## config.mk

```make
export PLATFORM = sky130hd
export DESIGN_NAME = fb_fill_arbiter_flat
export DESIGN_NICKNAME = d
export VERILOG_FILES = /design/src/rtl/fb_pkg.sv /design/src/rtl/fb_fill_arbiter_if.sv /design/src/rtl/fb_rect_walker.sv /design/src/rtl/fb_fill_arbiter.sv /design/src/flat_wrapper.sv
export SDC_FILE = /design/constraint.sdc
export NUM_CORES = 1
export LEC_CHECK = 0
export CAP_MARGIN = 40
export CORE_ASPECT_RATIO = 1.1
export CORE_MARGIN = 5
export CORE_UTILIZATION = 47
export DETAILED_ROUTE_END_ITERATION = 10
export PLACE_DENSITY = 0.9
export RECOVER_POWER = 25
export SETUP_SLACK_MARGIN = 0.02
export SYNTH_ARGS = -nofsm -noshare
export SYNTH_HDL_FRONTEND = slang
export SYNTH_SLANG_ARGS = --single-unit
```

## constraint.sdc

```tcl
create_clock -name processorClk -period 4.4 [get_ports processorClk]
set_clock_uncertainty 0.05 [all_clocks]
set_input_delay 0.66 -clock processorClk [delete_from_list [all_inputs] [get_ports processorClk]]
set_output_delay 0.66 -clock processorClk [all_outputs]
set_load 0.01 [all_outputs]
```

## src/rtl/fb_pkg.sv

```systemverilog
// rtl/fb_pkg.sv - shared framebuffer geometry, widths and fill FSM state encoding
package fb_pkg;

    localparam int H_RES  = 640;
    localparam int V_RES  = 480;
    localparam int ADDR_W = 19;
    localparam int DATA_W = 32;
    localparam int X_W    = 10;
    localparam int Y_W    = 9;

    typedef enum logic [1:0] {
        FILL_IDLE,
        FILL_SETUP,
        FILL_RUN,
        FILL_DONE
    } fill_state_e;

    // Linear framebuffer address of pixel (x, y), row-major
    function automatic logic [ADDR_W-1:0] pixel_addr(input logic [Y_W-1:0] y,
                                                     input logic [X_W-1:0] x);
        return ADDR_W'(y) * ADDR_W'(H_RES) + ADDR_W'(x);
    endfunction

endpackage

```

## src/rtl/fb_fill_arbiter_if.sv

```systemverilog
// rtl/fb_fill_arbiter_if.sv - processor, fill-command and RAM port-A signals of the fill arbiter
interface fb_fill_arbiter_if;
    import fb_pkg::*;

    logic [31:0]       cpu_addr;
    logic [DATA_W-1:0] cpu_wdata;
    logic              cpu_we;
    logic              cpu_re;

    logic              cmd_valid;
    logic              cmd_ready;
    logic [X_W-1:0]    cmd_x;
    logic [Y_W-1:0]    cmd_y;
    logic [X_W-1:0]    cmd_w;
    logic [Y_W-1:0]    cmd_h;
    logic [DATA_W-1:0] cmd_index;

    logic              busy;
    logic              done;
    logic              cmd_err;

    logic [ADDR_W-1:0] mem_addr;
    logic [DATA_W-1:0] mem_data;
    logic              mem_wren;

    modport master (
        output cpu_addr, cpu_wdata, cpu_we, cpu_re,
        output cmd_valid, cmd_x, cmd_y, cmd_w, cmd_h, cmd_index,
        input  cmd_ready, busy, done, cmd_err,
        input  mem_addr, mem_data, mem_wren
    );

    modport slave (
        input  cpu_addr, cpu_wdata, cpu_we, cpu_re,
        input  cmd_valid, cmd_x, cmd_y, cmd_w, cmd_h, cmd_index,
        output cmd_ready, busy, done, cmd_err,
        output mem_addr, mem_data, mem_wren
    );

endinterface

```

## src/rtl/fb_rect_walker.sv

```systemverilog
// rtl/fb_rect_walker.sv - row-major rectangle address walker (row_base, col, row)
module fb_rect_walker
    import fb_pkg::*;
(
    input  logic              processorClk,
    input  logic              reset,
    input  logic              load,
    input  logic [ADDR_W-1:0] load_base,
    input  logic [X_W-1:0]    load_w,
    input  logic [Y_W-1:0]    load_h,
    input  logic              step,
    output logic [ADDR_W-1:0] addr,
    output logic              last
);

    logic [ADDR_W-1:0] row_base;
    logic [X_W-1:0]    col;
    logic [X_W-1:0]    w_q;
    logic [Y_W-1:0]    row;
    logic [Y_W-1:0]    h_q;
    logic              col_last;
    logic              row_last;

    assign col_last = (col == w_q - X_W'(1));
    assign row_last = (row == h_q - Y_W'(1));
    assign addr     = row_base + ADDR_W'(col);
    assign last     = col_last && row_last;

    // Load the rectangle origin/size, then advance one pixel per step, wrapping to the next line
    always_ff @(posedge processorClk or posedge reset) begin
        if (reset) begin
            row_base <= '0;
            col      <= '0;
            row      <= '0;
            w_q      <= '0;
            h_q      <= '0;
        end else if (load) begin
            row_base <= load_base;
            col      <= '0;
            row      <= '0;
            w_q      <= load_w;
            h_q      <= load_h;
        end else if (step) begin
            if (col_last) begin
                row_base <= row_base + ADDR_W'(H_RES);
                col      <= '0;
                row      <= row + Y_W'(1);
            end else begin
                col      <= col + X_W'(1);
            end
        end
    end

endmodule

```

## src/rtl/fb_fill_arbiter.sv

```systemverilog
// rtl/fb_fill_arbiter.sv - framebuffer port-A arbiter: processor priority over rectangle fill; FB_FILL_CLIP_EN clips instead of rejecting
module fb_fill_arbiter
    import fb_pkg::*;
(
    input  logic             processorClk,
    input  logic             reset,
    fb_fill_arbiter_if.slave bus
);

    fill_state_e       state_q;
    fill_state_e       state_d;

    logic [X_W-1:0]    x_q;
    logic [Y_W-1:0]    y_q;
    logic [X_W-1:0]    w_q;
    logic [Y_W-1:0]    h_q;
    logic [DATA_W-1:0] idx_q;
    logic              rej_q;

    logic              accept;
    logic              cpu_req;
    logic              step;
    logic              setup_load;
    logic              rej;
    logic              empty;
    logic [X_W-1:0]    eff_w;
    logic [Y_W-1:0]    eff_h;
    logic [ADDR_W-1:0] base_addr;
    logic [ADDR_W-1:0] walk_addr;
    logic              walk_last;
    logic              unused_cpu_addr_hi;

    assign unused_cpu_addr_hi = ^bus.cpu_addr[31:ADDR_W];

    assign cpu_req    = bus.cpu_we | bus.cpu_re;
    assign accept     = (state_q == FILL_IDLE) && bus.cmd_valid;
    assign setup_load = (state_q == FILL_SETUP);
    assign step       = (state_q == FILL_RUN) && !cpu_req;
    assign base_addr  = pixel_addr(y_q, x_q);

`ifdef FB_FILL_CLIP_EN
    logic           x_off;
    logic           y_off;
    logic [X_W-1:0] x_room;
    logic [Y_W-1:0] y_room;

    // Off-screen origins give an empty fill; otherwise the size is trimmed to the screen edge
    assign x_off  = (x_q >= X_W'(H_RES));
    assign y_off  = (y_q >= Y_W'(V_RES));
    assign x_room = X_W'(H_RES) - x_q;
    assign y_room = Y_W'(V_RES) - y_q;
    assign eff_w  = x_off ? '0 : ((w_q > x_room) ? x_room : w_q);
    assign eff_h  = y_off ? '0 : ((h_q > y_room) ? y_room : h_q);
    assign rej    = 1'b0;
`else
    logic [X_W:0] x_end;
    logic [Y_W:0] y_end;

    // One extra bit so x+w and y+h cannot overflow before the bound compare
    assign x_end = {1'b0, x_q} + {1'b0, w_q};
    assign y_end = {1'b0, y_q} + {1'b0, h_q};
    assign rej   = (x_end > (X_W+1)'(H_RES)) || (y_end > (Y_W+1)'(V_RES));
    assign eff_w = w_q;
    assign eff_h = h_q;
`endif

    assign empty = (eff_w == '0) || (eff_h == '0) || rej;

    // Latch the command on acceptance; capture the reject verdict during SETUP
    always_ff @(posedge processorClk or posedge reset) begin
        if (reset) begin
            x_q   <= '0;
            y_q   <= '0;
            w_q   <= '0;
            h_q   <= '0;
            idx_q <= '0;
            rej_q <= 1'b0;
        end else begin
            if (accept) begin
                x_q   <= bus.cmd_x;
                y_q   <= bus.cmd_y;
                w_q   <= bus.cmd_w;
                h_q   <= bus.cmd_h;
                idx_q <= bus.cmd_index;
            end
            if (setup_load) begin
                rej_q <= rej;
            end
        end
    end

    // Fill FSM state register
    always_ff @(posedge processorClk or posedge reset) begin
        if (reset) begin
            state_q <= FILL_IDLE;
        end else begin
            state_q <= state_d;
        end
    end

    // Fill FSM next-state logic
    always_comb begin
        state_d = state_q;
        case (state_q)
            FILL_IDLE:  if (accept) state_d = FILL_SETUP;
            FILL_SETUP: state_d = empty ? FILL_DONE : FILL_RUN;
            FILL_RUN:   if (step && walk_last) state_d = FILL_DONE;
            FILL_DONE:  state_d = FILL_IDLE;
            default:    state_d = FILL_IDLE;
        endcase
    end

    assign bus.cmd_ready = (state_q == FILL_IDLE);
    assign bus.busy      = (state_q != FILL_IDLE);
    assign bus.done      = (state_q == FILL_DONE);
    assign bus.cmd_err   = (state_q == FILL_DONE) && rej_q;

    // Port mux: processor first, then the fill engine, otherwise an idle read address
    always_comb begin
        bus.mem_addr = bus.cpu_addr[ADDR_W-1:0];
        bus.mem_data = '0;
        bus.mem_wren = 1'b0;
        if (cpu_req) begin
            bus.mem_data = bus.cpu_wdata;
            bus.mem_wren = bus.cpu_we;
        end else if (state_q == FILL_RUN) begin
            bus.mem_addr = walk_addr;
            bus.mem_data = idx_q;
            bus.mem_wren = 1'b1;
        end
    end

    fb_rect_walker u_walker (
        .processorClk (processorClk),
        .reset        (reset),
        .load         (setup_load),
        .load_base    (base_addr),
        .load_w       (eff_w),
        .load_h       (eff_h),
        .step         (step),
        .addr         (walk_addr),
        .last         (walk_last)
    );

endmodule

```

## src/flat_wrapper.sv

```systemverilog
// flat-port wrapper written by rule: the top's interface ports become plain ports
module fb_fill_arbiter_flat import fb_pkg::*;
  (processorClk, reset, bus_cpu_addr, bus_cpu_wdata, bus_cpu_we, bus_cpu_re, bus_cmd_valid, bus_cmd_x, bus_cmd_y, bus_cmd_w, bus_cmd_h, bus_cmd_index, bus_cmd_ready, bus_busy, bus_done, bus_cmd_err, bus_mem_addr, bus_mem_data, bus_mem_wren);
  fb_fill_arbiter_if bus_i ();
  input  logic processorClk;
  input  logic reset;
  input wire logic [$bits(bus_i.cpu_addr)-1:0] bus_cpu_addr;
  input wire logic [$bits(bus_i.cpu_wdata)-1:0] bus_cpu_wdata;
  input wire logic [$bits(bus_i.cpu_we)-1:0] bus_cpu_we;
  input wire logic [$bits(bus_i.cpu_re)-1:0] bus_cpu_re;
  input wire logic [$bits(bus_i.cmd_valid)-1:0] bus_cmd_valid;
  input wire logic [$bits(bus_i.cmd_x)-1:0] bus_cmd_x;
  input wire logic [$bits(bus_i.cmd_y)-1:0] bus_cmd_y;
  input wire logic [$bits(bus_i.cmd_w)-1:0] bus_cmd_w;
  input wire logic [$bits(bus_i.cmd_h)-1:0] bus_cmd_h;
  input wire logic [$bits(bus_i.cmd_index)-1:0] bus_cmd_index;
  output wire logic [$bits(bus_i.cmd_ready)-1:0] bus_cmd_ready;
  output wire logic [$bits(bus_i.busy)-1:0] bus_busy;
  output wire logic [$bits(bus_i.done)-1:0] bus_done;
  output wire logic [$bits(bus_i.cmd_err)-1:0] bus_cmd_err;
  output wire logic [$bits(bus_i.mem_addr)-1:0] bus_mem_addr;
  output wire logic [$bits(bus_i.mem_data)-1:0] bus_mem_data;
  output wire logic [$bits(bus_i.mem_wren)-1:0] bus_mem_wren;
  assign bus_i.cpu_addr = bus_cpu_addr;
  assign bus_i.cpu_wdata = bus_cpu_wdata;
  assign bus_i.cpu_we = bus_cpu_we;
  assign bus_i.cpu_re = bus_cpu_re;
  assign bus_i.cmd_valid = bus_cmd_valid;
  assign bus_i.cmd_x = bus_cmd_x;
  assign bus_i.cmd_y = bus_cmd_y;
  assign bus_i.cmd_w = bus_cmd_w;
  assign bus_i.cmd_h = bus_cmd_h;
  assign bus_i.cmd_index = bus_cmd_index;
  assign bus_cmd_ready = bus_i.cmd_ready;
  assign bus_busy = bus_i.busy;
  assign bus_done = bus_i.done;
  assign bus_cmd_err = bus_i.cmd_err;
  assign bus_mem_addr = bus_i.mem_addr;
  assign bus_mem_data = bus_i.mem_data;
  assign bus_mem_wren = bus_i.mem_wren;
  fb_fill_arbiter u_core (.processorClk(processorClk), .reset(reset), .bus(bus_i));
endmodule
```

==> impl_metrics.csv, run 1 <==
group,metric,value,unit
outcome,status,"complete, but fails checks",
outcome,violations,"max-capacitance violations, max-slew violations",
global_routing,grt_pass1_vias,7546,
global_routing,grt_pass1_wl,36800,um
timing,whs,0.457,ns
power_and_ir_drop,powerDensity,714,mW/mm^2
hold_path,hold_start,"u_core.idx_q[8]$_DFFE_PP0P_",
timing,min_period,4.18,ns
detailed_routing,wl_per_cell,16.8,um
synthesis,synth_top_family_by_area,"simple AND/OR/NAND/NOR gates",
timing,fin_ws,0.223,ns
final_layout,final_nets,1287,
final_layout,final_area,0.0113,mm^2
timing,period_share,94.9,%
job,drv_cap,1,
worst_setup_path,cp-startpoint,"u_core.u_walker.col[0]$_DFFE_PP0P_",
detailed_routing,drc_errors,0,
detailed_routing,via_per_inst,5.62,
synthesis,yosys_register_bits,130,
detailed_routing,first_pass_iters,5,
die,die_h,152,um
timing,setup_viol,0,
power_and_ir_drop,ir_worst_vdd,0.352,mV
placed_design,gp_congestion,0.916,
placed_design,placed_area,0.0108,mm^2
synthesis,synth_cells,913,
worst_setup_path,worstSetupStartpointType,"flop",
global_routing,grt_max_degree,57,
placed_design,place_ws,0.450,ns
hold_path,hp-class,"flop to flop",
synthesis,ys_warn_count,0,
worst_setup_path,crit_path_max_fanout,5,
clock_tree,cts.sinks,130,
global_routing,antenna_found_initial,0,
final_layout,synthToLayoutAreaGrowth,30.7,%
die,fp.dieW,139,um
worst_setup_path,critPathArrivalTime,3.47,ns
timing,clock.fmax,239,MHz
timing,hold_viol,0,
clock_tree,cts_tree,"built",
synthesis,yosys.area_share.simple,18.1,%
power_and_ir_drop,p_leak,4.97,nW
clock_tree,clockBufferDepth,2,
die,die-area,0.0212,mm^2
clock_tree,clkTransAtPathRegs,0.06,ns
timing,worst_pin_slew,2.13,ns
clock_tree,cts_htree_levels,4,
detailed_routing,ant_nets,0,
detailed_routing,wl,22500,um
synthesis,synth_fa_ha_area_share,9.11,%
die,io-pin-count,195,
detailed_routing,vias,7550,
placed_design,port_buffers,181,
synthesis,muxShareOfSynthArea,12.4,%
final_layout,drive_gt1_share,13.7,%
synthesis,seq_area_frac_synth,37.6,%
die,coreArea,0.0183,mm^2
synthesis,synth_area,0.00865,mm^2
worst_setup_path,crit_required,3.69,ns
detailed_routing,drt_iter0_markers,403,
global_routing,gr-total-overflow,0,
synthesis,synthArstFlopShare,100,%
clock_tree,clk_latency,0.42,ns
global_routing,grtUsageTotal,20.8,%
timing,relSlewSlack,-41.9,%
synthesis,synth-edff-count,0,
worst_setup_path,cp-end-kind,"primary output",
synthesis,synth_compound_area_share,11.8,%
synthesis,synth_xor_area_share,7.79,%
worst_setup_path,path_class,"flop to primary output",
synthesis,syn-num-nets,1112,
timing,drv_slew,50,
die,rows,52,
final_layout,antenna_cells,0,
synthesis,synth_area_per_cell,9.48,um^2
synthesis,ys.flop_type,"dfrtp_1",
clock_tree,numCtsBuffers,17,
final_layout,fillers,1431,
synthesis,ys_types,68,
worst_setup_path,r2r-start,"u_core.u_walker.w_q[0]$_DFFE_PP0P_",
die,start_util,47.3,%
placed_design,hpwl,17100,um
clock_tree,root_buffer,"clkbuf_16",
## cell families (layout without fill, tap and decap cells)
family	count (synthesis)	count (layout)
simple gates	318	318
flops	130	130
fa+ha+maj	60	60
compound gates	161	161
mux	95	95
xor+xnor	77	77
buf+inv	72	260
## worst max-delay path: stages (launching register included)
cell             delay, ns
dfrtp_2               0.41
ha_1                  0.18
inv_1                 0.05
fa_1                  0.41
nor2b_1               0.12
o21ai_0               0.12
a21boi_1              0.22
o21ai_1               0.13
a211oi_1              0.28
buf_4                 0.18
o211ai_1              0.09
xor2_1                0.15
o21ai_0               0.15
clkdlybuf4s50_1       0.55
## registers in the layout, summed over array words and instances (netlist names)
register                  count
u_core.y_q                    9
u_core.x_q                   10
u_core.u_walker.col          10
u_core.rej_q                  1
u_core.u_walker.row_base     19
u_core.u_walker.h_q           9
u_core.idx_q                 32
u_core.u_walker.w_q          10
u_core.state_q                2
u_core.eff_w                 10
u_core.u_walker.row           9
u_core.eff_h                  9
## synthesized netlist by cell type, types with 9 or more instances
cell        n  area share [%]
a21o_1     10            0.87
xor2_1     51             5.2
xnor2_1    26             2.6
dfrtp_1   130              38
inv_1      35             1.5
o21ai_0    65             3.8
clkbuf_1   28             1.2
nor2_1     34             1.5
nand3_1    46             2.7
nor3_1     11            0.64
nand4_1    10            0.72
mux2_2     91              12
nand2b_1   14             1.0
nor4_1      9            0.65
ha_1       55             8.0
nand2_1   137             5.9
a21oi_1    23             1.3
and3_1     12            0.87
## per-layer routing
metal  vias to the layer above  track usage, %  part of all wire (%)
li1                       3588               -                     -
met1                      3585            24.6                    40
met2                       319            35.3                    48
met3                        58            6.53                   8.6
met4                         0            8.15                   3.3
met5                         -               0                     0
## what timing repair did
item / 4_1_cts / 5_1_grt
gates resized for setup: 1 / 2
setup endpoints to repair: 3 / 5
buffers inserted: 0 / 1
pin swaps: 0 / 1
cloned: 0 / 0
hold buffers: 0 / 0
## area by class of cell
cell class / count / area, um^2 / share of cell area [%]
multi-input cells: 711 / 5130 / 45.4
inverters: 35 / 133 / 1.17
well taps: 243 / 304 / 2.69
clock inverters: 9 / 80.1 / 0.708
clock buffers: 23 / 488 / 4.32
repair buffers: 193 / 1920 / 17.0
flip-flops and latches: 130 / 3250 / 28.8
## cell usage in the layout, fill, tap and decap left out, types with 9 or more instances in the layout
master	instances
ha_1	54
o21ai_0	64
xor2_1	51
inv_1	34
a21o_1	10
clkdlybuf4s50_1	180
xnor2_1	26
a21oi_1	23
nand2_1	136
nor2_1	33
clkbuf_16	17
nor3_1	11
mux2_2	91
and3_1	12
dfrtp_1	129
nor4_1	9
buf_4	9
nand3_1	46
nand4_1	10
nand2b_1	14
## power by group
part / internal [mW] / switching, mW
registers: 1.74 / 0.581
logic: 2.15 / 2.24
clock network: 0.833 / 0.525
total: 4.72 / 3.35
## worst paths after layout
check / endpoint / slack (ns) / cells after the start
max reg2reg: u_core.state_q[1]$_DFFE_PP0P_ / 0.91 / 10
min: u_core.idx_q[8]$_DFFE_PP0P_ / 0.46 / 1
min in group asynchronous: u_core.idx_q[10]$_DFFE_PP0P_ / 0.86 / 2
max: bus_mem_addr[18] / 0.22 / 13
max in group asynchronous: u_core.u_walker.col[3]$_DFFE_PP0P_ / 0.81 / 3
min reg2reg: u_core.idx_q[8]$_DFFE_PP0P_ / 0.46 / 1
## per-stage QoR
| stage | cells | setup TNS, ns | power, mW | utilization [%] |
|---|---|---|---|---|
| after global placement | 1310 | 0 | 6.36 | 58.7 |
| after floorplan | 913 | 0 | 5.42 | - |
| final | 1344 | 0 | 8.07 | 61.8 |
| after global routing | 1344 | -0.0222 | 8.66 | 61.8 |
| after detailed placement | 1311 | 0 | 6.61 | 58.8 |
| after CTS | 1343 | 0 | 8.04 | 62.0 |
(Power assumes the default switching activity.)
==> run 2, diff against run 1 <==
MAX_ROUTING_LAYER = met4   (was not set)
SYNTH_HIERARCHICAL = 1   (was not set)
==> impl_metrics.csv, run 2 <==
group,metric,value,unit
clock_tree,numCtsBuffers,17,
synthesis,synth-edff-count,0,
detailed_routing,drt-met1-wl,9110,um
clock_tree,clkTransAtPathRegs,0.06,ns
job,drv_cap,1,
placed_design,gp_congestion,0.863,
worst_setup_path,rrSetupSlack,0.97,ns
synthesis,ys_warn_count,6,
die,io-pin-count,195,
worst_setup_path,r2r-start,"u_core/u_walker/w_q[0]$_DFFE_PP0P_",
final_layout,regMostFlops,"u_core/idx_q",
synthesis,syn-num-nets,1112,
timing,setup_viol,0,
clock_tree,ctsHoldBuffers,0,
synthesis,synthArstFlopShare,100,%
die,die_h,153,um
synthesis,yosys.area_share.simple,18.1,%
synthesis,seq_area_frac_synth,37.4,%
timing,drv_slew,39,
die,rows,52,
outcome,status,"complete, but fails checks",
detailed_routing,drc_errors,0,
clock_tree,cts_setup_buffers,0,
timing,min_period,4.08,ns
power_and_ir_drop,pwr-share-comb,53.7,%
worst_setup_path,crit_path_max_fanout,7,
detailed_routing,drt_iter0_markers,573,
global_routing,grt_pass1_wl,37100,um
synthesis,synth_common_cells,"130 x dfrtp_1, 110 x nand2_1, 109 x mux2_2, 55 x ha_1, 52 x nand3_1",
detailed_routing,wl_met2,11100,um
power_and_ir_drop,ir_worst_vdd,0.331,mV
detailed_routing,routed.top_layer,"met4",
clock_tree,cts.sinks,130,
detailed_routing,first_pass_iters,7,
worst_setup_path,cp-end-kind,"primary output",
synthesis,synthTopCellsByArea,"dfrtp_1 37%, mux2_2 14%, ha_1 7.9%",
final_layout,mostFrequentLayoutCell,"clkdlybuf4s50_1",
die,start_util,47.6,%
timing,rsz0062_at_grt,"false",
clock_tree,clk_latency,0.42,ns
timing,worst_pin_slew,2.06,ns
die,die-area,0.0214,mm^2
synthesis,synth_area_per_cell,9.54,um^2
synthesis,synth_fa_ha_area_share,9.05,%
worst_setup_path,critPathArrivalTime,3.37,ns
final_layout,antenna_cells,0,
clock_tree,clockBufferDepth,2,
synthesis,synth_xor_area_share,6.09,%
final_layout,synthToLayoutAreaGrowth,30.4,%
detailed_routing,wl_per_cell,16.6,um
die,fp.dieW,140,um
synthesis,synth_area,0.00871,mm^2
timing,period_share,92.8,%
final_layout,reg.largest.list,"u_core/idx_q x32, u_core/u_walker/row_base x19",
worst_setup_path,cp-endpoint,"bus_mem_addr[10]",
power_and_ir_drop,p_sw_share,41.1,%
synthesis,synth_cells,913,
final_layout,drive_gt1_share,14.4,%
global_routing,antenna_found_initial,0,
final_layout,largest_reg_flops,32,
outcome,violations,"max-capacitance violations, max-slew violations",
detailed_routing,wl,22300,um
worst_setup_path,cp-startpoint,"u_core/u_walker/col[0]$_DFFE_PP0P_",
power_and_ir_drop,pwr-share-seq,29.0,%
final_layout,final_cell_mix,"180 x clkdlybuf4s50_1, 130 x dfrtp_1, 109 x mux2_2, 109 x nand2_1, 54 x ha_1",
power_and_ir_drop,p_leak,4.81,nW
synthesis,yosysMostFrequentCell,"dfrtp_1",
detailed_routing,via_per_inst,5.66,
hold_path,hp-class,"flop to flop",
synthesis,synth_top_family_by_area,"simple AND/OR/NAND/NOR gates",
detailed_routing,vias,7585,
worst_setup_path,crit_required,3.69,ns
power_and_ir_drop,clkPwrFrac,17.3,%
power_and_ir_drop,intPower,4.83,mW
global_routing,grt_pass1_vias,7768,
final_layout,final_nets,1285,
power_and_ir_drop,p_sw,3.37,mW
worst_setup_path,worstSetupStartpointType,"flop",
synthesis,muxShareOfSynthArea,14.3,%
synthesis,synth_compound_area_share,11.9,%
worst_setup_path,path_class,"flop to primary output",
global_routing,gr-total-overflow,0,
detailed_routing,ant_nets,0,
global_routing,grtUsageTotal,21.4,%
clock_tree,cts_resized,0,
timing,clock.fmax,245,MHz
worst_setup_path,r2r-end,"u_core/u_walker/row[7]$_DFFE_PP0P_",
synthesis,synth_top_area_cell,"dfrtp_1",
placed_design,place_ws,0.724,ns
clock_tree,root_buffer,"clkbuf_16",
placed_design,port_buffers,181,
die,coreArea,0.0183,mm^2
clock_tree,cts_tree,"built",
global_routing,grt_max_degree,57,
power_and_ir_drop,powerDensity,722,mW/mm^2
synthesis,netlist.area_leader.share,37.4,%
timing,fin_ws,0.319,ns
clock_tree,cts_htree_levels,4,
synthesis,yosys_register_bits,130,
detailed_routing,route.met3.wl,1750,um
worst_setup_path,r2r_cells,8,
synthesis,ys.flop_type,"dfrtp_1",
timing,relSlewSlack,-37.1,%
timing,setup_tns,0,ns
synthesis,ys_types,60,
placed_design,hpwl,17000,um
timing,hold_viol,0,
run 2: cell type report:
class | instances | area, um^2
Fill cell | 1410 | 6930
Multi-Input combinational cell | 712 | 5190
Sequential cell | 130 | 3250
Timing Repair Buffer | 192 | 1900
Clock buffer | 21 | 450
Tap cell | 243 | 304
Clock inverter | 10 | 135
Inverter | 33 | 124
run 2: cell families (layout without fill, tap and decap cells):
| kind of cell | Yosys count | after routing |
|---|---|---|
| simple gates | 319 | 319 |
| compound gates | 163 | 163 |
| flops | 130 | 130 |
| mux | 111 | 111 |
| buf+inv | 71 | 256 |
| fa+ha+maj | 60 | 60 |
| xor+xnor | 59 | 59 |
run 2: worst min path at each step:
| stage | startpoint | endpoint | slack, ns | depth (start not counted) |
|---|---|---|---|---|
| 2_1_floorplan | u_core/idx_q[0]$_DFFE_PP0P_ | u_core/idx_q[0]$_DFFE_PP0P_ | 0.43 | 1 |
| 3_3_place_gp | u_core/idx_q[6]$_DFFE_PP0P_ | u_core/idx_q[6]$_DFFE_PP0P_ | 0.44 | 1 |
| 3_5_place_dp | u_core/idx_q[23]$_DFFE_PP0P_ | u_core/idx_q[23]$_DFFE_PP0P_ | 0.45 | 1 |
| 4_1_cts | u_core/idx_q[0]$_DFFE_PP0P_ | u_core/idx_q[0]$_DFFE_PP0P_ | 0.46 | 1 |
| 5_1_grt | u_core/idx_q[22]$_DFFE_PP0P_ | u_core/idx_q[22]$_DFFE_PP0P_ | 0.48 | 1 |
| 6_report | u_core/idx_q[13]$_DFFE_PP0P_ | u_core/idx_q[13]$_DFFE_PP0P_ | 0.46 | 1 |
run 2: critical path, cell delays in order (launching register included):
cell and delay, ns:
dfrtp_1 0.45, ha_1 0.24, fa_1 0.40, a21o_1 0.18, a21oi_1 0.26, o21ai_0 0.16
a21oi_1 0.23, nor2b_1 0.07, o21ai_0 0.14, a21oi_1 0.08, mux2_2 0.28, clkdlybuf4s50_1 0.47
run 2: through the flow:
stage	cell area [um^2]	hold WS (ns)	power [mW]	instances	util (%)
detailed placement	10800	0.448	6.73	1310	59.1
global placement	10800	0.437	6.52	1308	58.9
global route	11400	0.477	8.85	1341	62.1
finish	11400	0.456	8.20	1341	62.1
floorplan	8710	0.429	5.56	913	-
CTS	11400	0.461	8.21	1341	62.3
run 2: metal layers:
metal  global-route usage [%]  vias to the layer above
met5                        -                        -
met2                     36.4                      285
met3                     5.62                       27
met4                     5.31                        0
met1                     25.4                     3635
li1                         -                     3638
run 2: power groups by stage:
stage | Sequential, mW | Clock (mW) | Combinational, mW
floorplan | 2.12 | 0 | 3.44
global placement | 2.35 | 0 | 4.16
detailed placement | 2.38 | 0 | 4.34
CTS | 2.37 | 1.44 | 4.41
global route | 2.45 | 1.49 | 4.91
finish | 2.38 | 1.42 | 4.40
==> run 3, diff against run 2 <==
--- a/config.mk
+++ b/config.mk
@@ -6,4 +6,5 @@
 export NUM_CORES = 1
 export LEC_CHECK = 0
+export ABC_AREA = 1
 export CAP_MARGIN = 40
 export CORE_ASPECT_RATIO = 1.1
@@ -11,6 +12,7 @@
 export CORE_UTILIZATION = 47
 export DETAILED_ROUTE_END_ITERATION = 10
+export HOLD_SLACK_MARGIN = 0.05
 export MAX_ROUTING_LAYER = met4
-export PLACE_DENSITY = 0.9
+export PLACE_DENSITY = 0.89
 export RECOVER_POWER = 25
 export SETUP_SLACK_MARGIN = 0.02
==> constraint.sdc (replaced) <==
create_clock -name processorClk -period 4.4 [get_ports processorClk]
set_clock_uncertainty 0.05 [all_clocks]
set_input_delay 0.88 -clock processorClk [delete_from_list [all_inputs] [get_ports processorClk]]
set_output_delay 0.88 -clock processorClk [all_outputs]
set_load 0.01 [all_outputs]
==> impl_metrics.csv, run 3 <==
group,metric,value,unit
clock_tree,cts_tree,"built",
synthesis,synth_cells,1248,
outcome,status,"complete, no violations",
final_layout,final_nets,1615,
job,drv_cap,0,
worst_setup_path,cp-startpoint,"u_core/u_walker/col[0]$_DFFE_PP0P_",
global_routing,grt_pass1_vias,9072,
placed_design,hpwl,19000,um
timing,hold_viol,0,
synthesis,muxShareOfSynthArea,4.88,%
worst_setup_path,path_class,"flop to primary output",
clock_tree,ctsHoldBuffers,0,
synthesis,synth_top_family_by_area,"simple AND/OR/NAND/NOR gates",
worst_setup_path,max_stage_delay,0.53,ns
hold_path,hp-class,"flop to flop",
clock_tree,clk_latency,0.42,ns
die,io-pin-count,195,
synthesis,synth_common_cells,"361 x nand2_1, 143 x inv_1, 130 x dfrtp_1, 96 x nor2_1, 92 x o21ai_0",
clock_tree,clockBufferDepth,2,
power_and_ir_drop,ir_worst_vdd,0.394,mV
placed_design,port_buffers,181,
die,coreArea,0.0192,mm^2
placed_design,placed_cells,1644,
final_layout,instances_no_fill,1675,
worst_setup_path,worstSetupStartpointType,"flop",
synthesis,yosys.area_share.simple,27.4,%
final_layout,post-route-util,61.6,%
synthesis,synth_area,0.00924,mm^2
synthesis,synth_area_per_cell,7.40,um^2
worst_setup_path,r2r_cells,10,
die,die-area,0.0226,mm^2
worst_setup_path,cp-end-kind,"primary output",
placed_design,gp_congestion,0.916,
detailed_routing,via_per_inst,5.34,
synthesis,seq_area_frac_synth,35.2,%
detailed_routing,wl_per_cell,15.3,um
placed_design,placed_area,0.0113,mm^2
synthesis,synth_compound_area_share,10.1,%
final_layout,regMostFlops,"u_core/idx_q",
final_layout,mostFrequentLayoutCell,"nand2_1",
worst_setup_path,crit_required,3.47,ns
synthesis,syn-num-nets,1447,
clock_tree,numCtsBuffers,17,
worst_setup_path,r2r-start,"u_core/state_q[0]$_DFFE_PP0P_",
synthesis,ys_types,49,
final_layout,drive_gt1_share,8.54,%
worst_setup_path,rrSetupSlack,1.21,ns
synthesis,synth-edff-count,0,
worst_setup_path,r2r-end,"u_core/u_walker/row[2]$_DFFE_PP0P_",
detailed_routing,drt_iter0_markers,647,
detailed_routing,ant_nets,0,
clock_tree,cts_resized,0,
synthesis,synthArstFlopShare,100,%
final_layout,final_area,0.0118,mm^2
global_routing,grt_max_degree,70,
synthesis,synth_fa_ha_area_share,8.54,%
clock_tree,root_buffer,"clkbuf_16",
final_layout,final_cell_mix,"360 x nand2_1, 180 x clkdlybuf4s50_1, 143 x inv_1, 130 x dfrtp_1, 96 x nor2_1",
timing,drv_slew,0,
clock_tree,clkTransAtPathRegs,0.06,ns
worst_setup_path,crit_path_frequent_cell,"nand2_1",
worst_setup_path,crit_path_max_fanout,6,
global_routing,grt_pass1_wl,41800,um
power_and_ir_drop,power.total,8.72,mW
clock_tree,cts.sinks,130,
timing,period_share,93.1,%
timing,rsz0062_at_grt,"false",
synthesis,yosys_register_bits,130,
final_layout,reg.largest.list,"u_core/idx_q x32, u_core/u_walker/row_base x19",
global_routing,gr-total-overflow,0,
placed_design,place_ws,0.590,ns
die,start_util,48.0,%
synthesis,netlist.area_leader.share,35.2,%
timing,clock.fmax,244,MHz
synthesis,ys_warn_count,6,
global_routing,antenna_found_initial,0,
worst_setup_path,cpMaxStageDelayCell,"clkdlybuf4s50_1",
power_and_ir_drop,p_leak,5.86,nW
timing,setup_viol,0,
global_routing,grtUsageTotal,23.4,%
detailed_routing,wl,25600,um
timing,fin_ws,0.302,ns
final_layout,antenna_cells,0,
timing,relSlewSlack,7.17,%
worst_setup_path,worstPathBufferInverterCount,1,
worst_setup_path,crit_chain,"ha_1, fa_1, nand3_1, nand3_1, nand2_1, and3_1, o21ai_1, nand2_1, xor2_1, nand2_1, nand2_1, clkdlybuf4s50_1",
detailed_routing,first_pass_iters,5,
die,die_h,157,um
synthesis,synth_xor_area_share,5.72,%
final_layout,largest_reg_flops,32,
die,fp.dieW,144,um
final_layout,fillers,1577,
worst_setup_path,critPathTopFamily,"simple AND/OR/NAND/NOR gates",
die,rows,53,
worst_setup_path,crit_cells,12,
timing,worst_pin_slew,1.39,ns
clock_tree,cts_htree_levels,4,
power_and_ir_drop,powerDensity,737,mW/mm^2
timing,min_period,4.10,ns
detailed_routing,vias,8946,
worst_setup_path,critPathArrivalTime,3.17,ns
timing,setup_tns,0,ns
synthesis,synthTopCellsByArea,"dfrtp_1 35%, nand2_1 15%, ha_1 7.5%",
synthesis,ys.flop_type,"dfrtp_1",
clock_tree,cts_setup_buffers,0,
worst_setup_path,cp-endpoint,"bus_mem_addr[18]",
detailed_routing,drc_errors,0,
synthesis,yosysMostFrequentCell,"nand2_1",
timing,whs,0.432,ns
synthesis,synth_top_area_cell,"dfrtp_1",
final_layout,synthToLayoutAreaGrowth,28.2,%
-- run 3: report_power, final --
| part | switching (mW) | total [mW] | internal, mW |
|---|---|---|---|
| Sequential | 0.516 | 2.24 | 1.72 |
| Clock | 0.548 | 1.40 | 0.847 |
| Combinational | 3.06 | 5.09 | 2.03 |
-- run 3: cell type report --
cell class	count	area [um^2]	share of cell area (%)
Sequential cell	130	3250	27.5
Clock inverter	12	134	1.13
Inverter	150	563	4.75
Multi-Input combinational cell	926	5240	44.3
Tap cell	247	309	2.61
Clock buffer	19	443	3.74
Timing Repair Buffer	191	1900	16.0
-- run 3: worst min-delay path by stage --
| stage | start | end | slack (ns) | depth (start not counted) |
|---|---|---|---|---|
| after floorplan | u_core/u_walker/row_base[0]$_DFFE_PP0P_ | u_core/u_walker/row_base[0]$_DFFE_PP0P_ | 0.40 | 2 |
| after global placement | u_core/u_walker/row_base[3]$_DFFE_PP0P_ | u_core/u_walker/row_base[3]$_DFFE_PP0P_ | 0.41 | 2 |
| after detailed placement | u_core/u_walker/row_base[4]$_DFFE_PP0P_ | u_core/u_walker/row_base[4]$_DFFE_PP0P_ | 0.42 | 2 |
| after CTS | u_core/u_walker/row_base[4]$_DFFE_PP0P_ | u_core/u_walker/row_base[4]$_DFFE_PP0P_ | 0.43 | 2 |
| after global routing | u_core/u_walker/row_base[4]$_DFFE_PP0P_ | u_core/u_walker/row_base[4]$_DFFE_PP0P_ | 0.48 | 2 |
| final | u_core/u_walker/row_base[4]$_DFFE_PP0P_ | u_core/u_walker/row_base[4]$_DFFE_PP0P_ | 0.43 | 2 |
-- run 3: worst reg2reg max path: stages (launching register included) --
cell,delay (ns)
dfrtp_1,0.41
inv_1,0.10
ha_1,0.22
nand2_1,0.09
clkinv_1,0.26
buf_12,0.27
nor2_1,0.35
clkinv_1,0.43
nand2_1,0.71
nand2_1,0.15
nand2_1,0.09
-- run 3: kinds of logic (layout without fill, tap and decap cells) --
group	after synthesis	in the layout
simple gates	597	597
mux	40	40
compound gates	172	172
flops	130	130
buf+inv	192	372
xor+xnor	57	57
fa+ha+maj	60	60
-- run 3: per-layer routing --
layer	global-route usage, %	part of all wire (%)	up-vias	wire length, um
li1	-	-	4347	-
met3	5.47	7.9	66	2040
met5	-	0	-	0
met4	9.10	3.0	0	777
met2	39.5	49	387	12500
met1	26.9	40	4146	10300
